File: src/rtl/pwm_sequencer.sv
// Streams coefficient indices 0..N-1 through two pointwise-multiply butterfly lanes into the result BRAMs.
// Index t is read on cycle t and written on cycle t+RD_LAT+BF_LAT; one index per cycle, never stalls.
module pwm_sequencer #(
  parameter int LOGQ   = 54,
  parameter int LOGN   = 13,
  parameter int W      = 24,
  parameter int M      = 17,
  parameter int RD_LAT = 3,
  parameter int BF_LAT = 7
) (
  input  logic            clk,
  input  logic            rst,
  input  logic [M-1:0]    q_m,
  input  logic [3:0]      current_k,
  output logic [LOGN-1:0] a_bram_rd_addr,
  input  logic [LOGQ-1:0] a_bram_rd_data,
  output logic [LOGN-1:0] b_bram_rd_addr,
  input  logic [LOGQ-1:0] b0_bram_rd_data,
  input  logic [LOGQ-1:0] b1_bram_rd_data,
  output logic [LOGN-1:0] c_bram_rd_addr,
  input  logic [LOGQ-1:0] c0_bram_rd_data,
  input  logic [LOGQ-1:0] c1_bram_rd_data,
  output logic [LOGN-1:0] result_bram_wr_addr,
  output logic            result_bram_wea,
  output logic [LOGQ-1:0] result0_bram_wr_data,
  output logic [LOGQ-1:0] result1_bram_wr_data,
  output logic [LOGQ-1:0] pwm_bf0_ina,
  output logic [LOGQ-1:0] pwm_bf0_inb,
  output logic [LOGQ-1:0] pwm_bf0_tw,
  input  logic [LOGQ-1:0] pwm_bf0_result,
  output logic [LOGQ-1:0] pwm_bf1_ina,
  output logic [LOGQ-1:0] pwm_bf1_inb,
  output logic [LOGQ-1:0] pwm_bf1_tw,
  input  logic [LOGQ-1:0] pwm_bf1_result,
  output logic            done
);

  localparam int              DEPTH = RD_LAT + BF_LAT;
  localparam logic [LOGN-1:0] LAST  = {LOGN{1'b1}};

  typedef enum logic [1:0] {IDLE, RUN, DRAIN, DONE} state_t;

  state_t                     r_state;
  logic [LOGN-1:0]            r_rd_cnt;
  logic [DEPTH-1:0]           r_vld_sr;
  logic [DEPTH-1:0][LOGN-1:0] r_addr_sr;
  logic                       r_done;
  logic [LOGQ-1:0]            r_bf0_ina, r_bf0_inb, r_bf0_tw;
  logic [LOGQ-1:0]            r_bf1_ina, r_bf1_inb, r_bf1_tw;

  logic                       w_wr_vld;
  logic [LOGN-1:0]            w_wr_addr;
  logic                       w_unused;

  assign w_wr_vld  = r_vld_sr[DEPTH-1];
  assign w_wr_addr = r_addr_sr[DEPTH-1];

  // The modulus only matters inside the butterflies.
  assign w_unused = ^{q_m, current_k, (W > 0)};

  always_ff @(posedge clk or negedge rst) begin
    if (!rst) begin
      r_state   <= IDLE;
      r_rd_cnt  <= '0;
      r_vld_sr  <= '0;
      r_addr_sr <= '0;
      r_done    <= 1'b0;
      r_bf0_ina <= '0;
      r_bf0_inb <= '0;
      r_bf0_tw  <= '0;
      r_bf1_ina <= '0;
      r_bf1_inb <= '0;
      r_bf1_tw  <= '0;
    end else begin
      r_vld_sr  <= {r_vld_sr[DEPTH-2:0], (r_state == RUN)};
      r_addr_sr <= {r_addr_sr[DEPTH-2:0], r_rd_cnt};
      r_bf0_ina <= c0_bram_rd_data;
      r_bf0_inb <= b0_bram_rd_data;
      r_bf0_tw  <= a_bram_rd_data;
      r_bf1_ina <= c1_bram_rd_data;
      r_bf1_inb <= b1_bram_rd_data;
      r_bf1_tw  <= a_bram_rd_data;
      case (r_state)
        IDLE: r_state <= RUN;
        RUN: begin
          // Counter parks at N-1 so the last index is never followed by a wrap to 0.
          if (r_rd_cnt == LAST) r_state <= DRAIN;
          else                  r_rd_cnt <= r_rd_cnt + 1'b1;
        end
        DRAIN: begin
          if (w_wr_vld && (w_wr_addr == LAST)) begin
            r_state <= DONE;
            r_done  <= 1'b1;
          end
        end
        DONE:    r_done  <= 1'b1;
        default: r_state <= IDLE;
      endcase
    end
  end

  assign a_bram_rd_addr = r_rd_cnt;
  assign b_bram_rd_addr = r_rd_cnt;
  assign c_bram_rd_addr = r_rd_cnt;

  assign pwm_bf0_ina = r_bf0_ina;
  assign pwm_bf0_inb = r_bf0_inb;
  assign pwm_bf0_tw  = r_bf0_tw;
  assign pwm_bf1_ina = r_bf1_ina;
  assign pwm_bf1_inb = r_bf1_inb;
  assign pwm_bf1_tw  = r_bf1_tw;

  // Gating on the valid keeps stale butterfly outputs off the write bus outside a write.
  assign result_bram_wea      = w_wr_vld;
  assign result_bram_wr_addr  = w_wr_addr;
  assign result0_bram_wr_data = w_wr_vld ? pwm_bf0_result : '0;
  assign result1_bram_wr_data = w_wr_vld ? pwm_bf1_result : '0;

  assign done = r_done;

endmodule

File: config.mk
export PLATFORM = sky130hd
export DESIGN_NAME = pwm_sequencer
export DESIGN_NICKNAME = d
export VERILOG_FILES = /design/src/rtl/pwm_sequencer.sv
export SDC_FILE = /design/constraint.sdc
export NUM_CORES = 1
export LEC_CHECK = 0
export BUFFER_PORTS_ARGS = -buffer_cell sky130_fd_sc_hd__buf_2
export CORE_AREA = 8 8 342 344
export CTS_CLUSTER_SIZE = 12
export DETAILED_ROUTE_END_ITERATION = 10
export DIE_AREA = 0 0 350 352
export GPL_TIMING_DRIVEN = 0
export PLACE_DENSITY = 0.32
export SLEW_MARGIN = 30
export SYNTH_ARGS = -nofsm -noshare
export SYNTH_HDL_FRONTEND = slang
export SYNTH_SLANG_ARGS = --single-unit
File: constraint.sdc
create_clock -name clk -period 1.5 [get_ports clk]
set_input_delay 0.075 -clock clk [delete_from_list [all_inputs] [get_ports clk]]
set_output_delay 0.075 -clock clk [all_outputs]
set_load 0.05 [all_outputs]
==> impl_metrics.tcl <==
set metrics [dict create \
    status "finished with violations" \
    failed_checks "negative hold slack, negative setup slack" \
    clock-sinks 426 \
    hold_ws_ps -93.0 \
    cts_tree "done" \
    core_um2 112000 \
    routedWlPerCell_um 18.5 \
    multi_input_area_um2 1350 \
    final_area_um2 25700 \
    met3_usage_pct 2.73 \
    synth_top_cells_by_area "dfrtp_1 85%, buf_4 5.6%, and2_1 5.5%" \
    vias 10400 \
    tns_ps -32100 \
    ir_worst_vdd_mv 0.804 \
    postPlaceCellArea_um2 19000 \
    r2r_cells 5 \
    antenna_found_initial 13 \
    synth_nets 1106 \
    gp_congestion 0.982 \
    setup_viol 124 \
    slew_viol_final 0 \
    final_nets 2344 \
    grt_pass1_wl_um 89700 \
    cts_root_buf "clkbuf_16" \
    ctsHtreeMaxLevel 2 \
    track_usage_pct 9.93 \
    seq_area_um2 10700 \
    antenna_left 0 \
    detail_route.drc_violations 0 \
    pin_count 887 \
    num_rows 123 \
    rsz0062_at_grt "yes" \
    synth_cell_type_count 25 \
    syn_avg_cell_area_um2 17.9 \
    grt.busiest_layer "met2" \
    synth_edf_count 0 \
    ys_ff_latch 426 \
    clkTransAtPathRegs_ps 60 \
    grt_max_degree 83 \
    use_met1_pct 9.82 \
    post-place-ws_ps -583 \
    via_per_inst 2.98 \
    drt-total-wl_um 64300 \
    worstPathArrival_ps 1790 \
    async_flop_share_pct 100 \
    slew_headroom_pct 62.9 \
    critPathLaunchType "flip-flop" \
    syn_to_final_growth_pct 105 \
    leakage_nw 12.4 \
    yosys-top-cells-count "426 x dfrtp_1, 110 x and2_1, 93 x buf_4, 12 x clkbuf_1, 8 x xnor2_1" \
    first_iter_violations 333 \
    drt-pass1-iter-count 4 \
    portBuffers 865 \
    die_area_um2 123000 \
    grt_pass1_vias 12100 \
    cap_violations 0 \
    holdCritPathClass "in -> async" \
    min_period_ps 1870 \
    finalHoldViolCount 87 \
    clockBufferDepth 3 \
    power_density_nw_per_um2 1170 \
    cts_made_buffers 52 \
    synth_seq_area_share_pct 85.1 \
    yosysMostFrequentCell "dfrtp_1" \
    final_util_pct 23.0 \
    finalWorstSetupSlack_ps -369 \
    finClkSkew_ps 10.9 \
    netlist_instances 700 \
    clkLatencyLatePin_ps 620 \
    worstSetupEndpointType "primary output" \
    path_class "reg -> out" \
    syn_area_um2 12500 \
    overflow 0 \
    grt_util_met2_pct 19.1 \
    synth_top_area_share_pct 85.1 \
    synth_top_area_cell "dfrtp_1" \
    crit_required_ps 1420 \
    hpwl_um 50500 \
    crit_path_max_fanout 10 \
    initial_utilization_pct 11.2 \
    synth-main-ff-cell "dfrtp_1" \
    drive_gt1_share_pct 59.9 \
    fillers 11800 \
    tightest_slew_ps 555 \
    die_h_um 352 \
    die_x_um 350 \
    ys_warn_count 0 \
    max_freq_mhz 535 \
    fin_crit_sh_pct 125 \
]
## state kept, by name (all words and copies together), names as in the netlist
register             cells
result_bram_wr_addr     13
done                     1
pwm_bf0_ina             54
r_addr_sr              117
pwm_bf0_inb             54
r_vld_sr                10
pwm_bf1_tw              54
a_bram_rd_addr          13
pwm_bf1_inb             54
pwm_bf1_ina             54
r_state                  2
## layer usage
metal,wire length [um],part of all wire [%]
met5,46,0.071
met4,2670,4.2
met3,4250,6.6
met2,35600,55
met1,21700,34
## placed cells by master, fill, tap and decap left out, drive strengths merged
cell / instances
a211o: 1
and2: 110
and3: 4
and4: 3
buf: 1003
bufinv: 5
clkbuf: 87
clkinv: 9
clkinvlp: 4
dfrtp: 426
diode: 2
dlygate4sd3: 275
ha: 5
inv: 4
mux2: 1
mux2i: 2
nand2: 7
nand3: 6
nand4: 7
nor2: 3
nor3: 1
nor4: 1
o21ai: 2
o21bai: 2
o41a: 1
xnor2: 8
xor2: 2
## worst paths after layout
kind                                         start                       end  slack, ps
worst max-delay path                   r_vld_sr[9]  result1_bram_wr_data[37]       -370
worst min-delay path                           rst            pwm_bf1_inb[4]        -90
worst max register to register   a_bram_rd_addr[0]                r_state[1]       -200
worst min register to register       r_addr_sr[25]             r_addr_sr[38]        340
max in group asynchronous                      rst           pwm_bf1_ina[19]        280
min in group clk                a_bram_rd_data[33]            pwm_bf1_tw[33]        100
## final cells by class
class	instances	area share [%]
Timing Repair Buffer	1185	35.1
Clock inverter	20	1.19
Tap cell	1500	7.30
Multi-Input combinational cell	166	5.27
Sequential cell	426	41.6
Inverter	2	0.0292
Antenna cell	2	0.0195
Buffer	105	3.67
Clock buffer	75	5.87
## through the flow
step,std cells,hold slack [ps],power [W]
floorplan,700,-221,0.0146
global placement,3065,183,0.0163
detailed placement,3070,-27.5,0.0163
CTS,3467,-142,0.0309
global route,3481,-118,0.0315
finish,3481,-93.0,0.0302
## timing repair
item / in CTS / in global routing
buffers inserted: 24 / 6
gates resized for setup: 470 / 47
pin swaps: 12 / 6
gates cloned: 0 / 3
setup endpoints to repair: 193 / 218
hold endpoints to repair: 459 / 83
hold buffers: 279 / 4
## critical path: stages, from the launching register on
cell and delay (ps):
dfrtp_2 420, buf_12 150, clkbuf_16 170, buf_8 130
and2_4 140, buf_12 140
## logic make-up (layout without fill, tap and decap cells)
logic type	after synthesis	in the layout	synth area share [%]
xor+xnor	10	10	0.699
other cells	0	2	0
flops	426	426	85.1
fa+ha+maj	5	5	0.500
simple gates	142	142	7.02
buf+inv	108	1387	6.04
mux	3	3	0.250
compound gates	6	6	0.360
## report_power, final
group | internal, W | total, W | switching, W
Sequential | 0.0119 | 0.0120 | 0.000160
Clock | 0.00790 | 0.0131 | 0.00519
Combinational | 0.00179 | 0.00507 | 0.00328
Total | 0.0216 | 0.0302 | 0.00862
No activity file was read; power rests on OpenSTA's default activity.
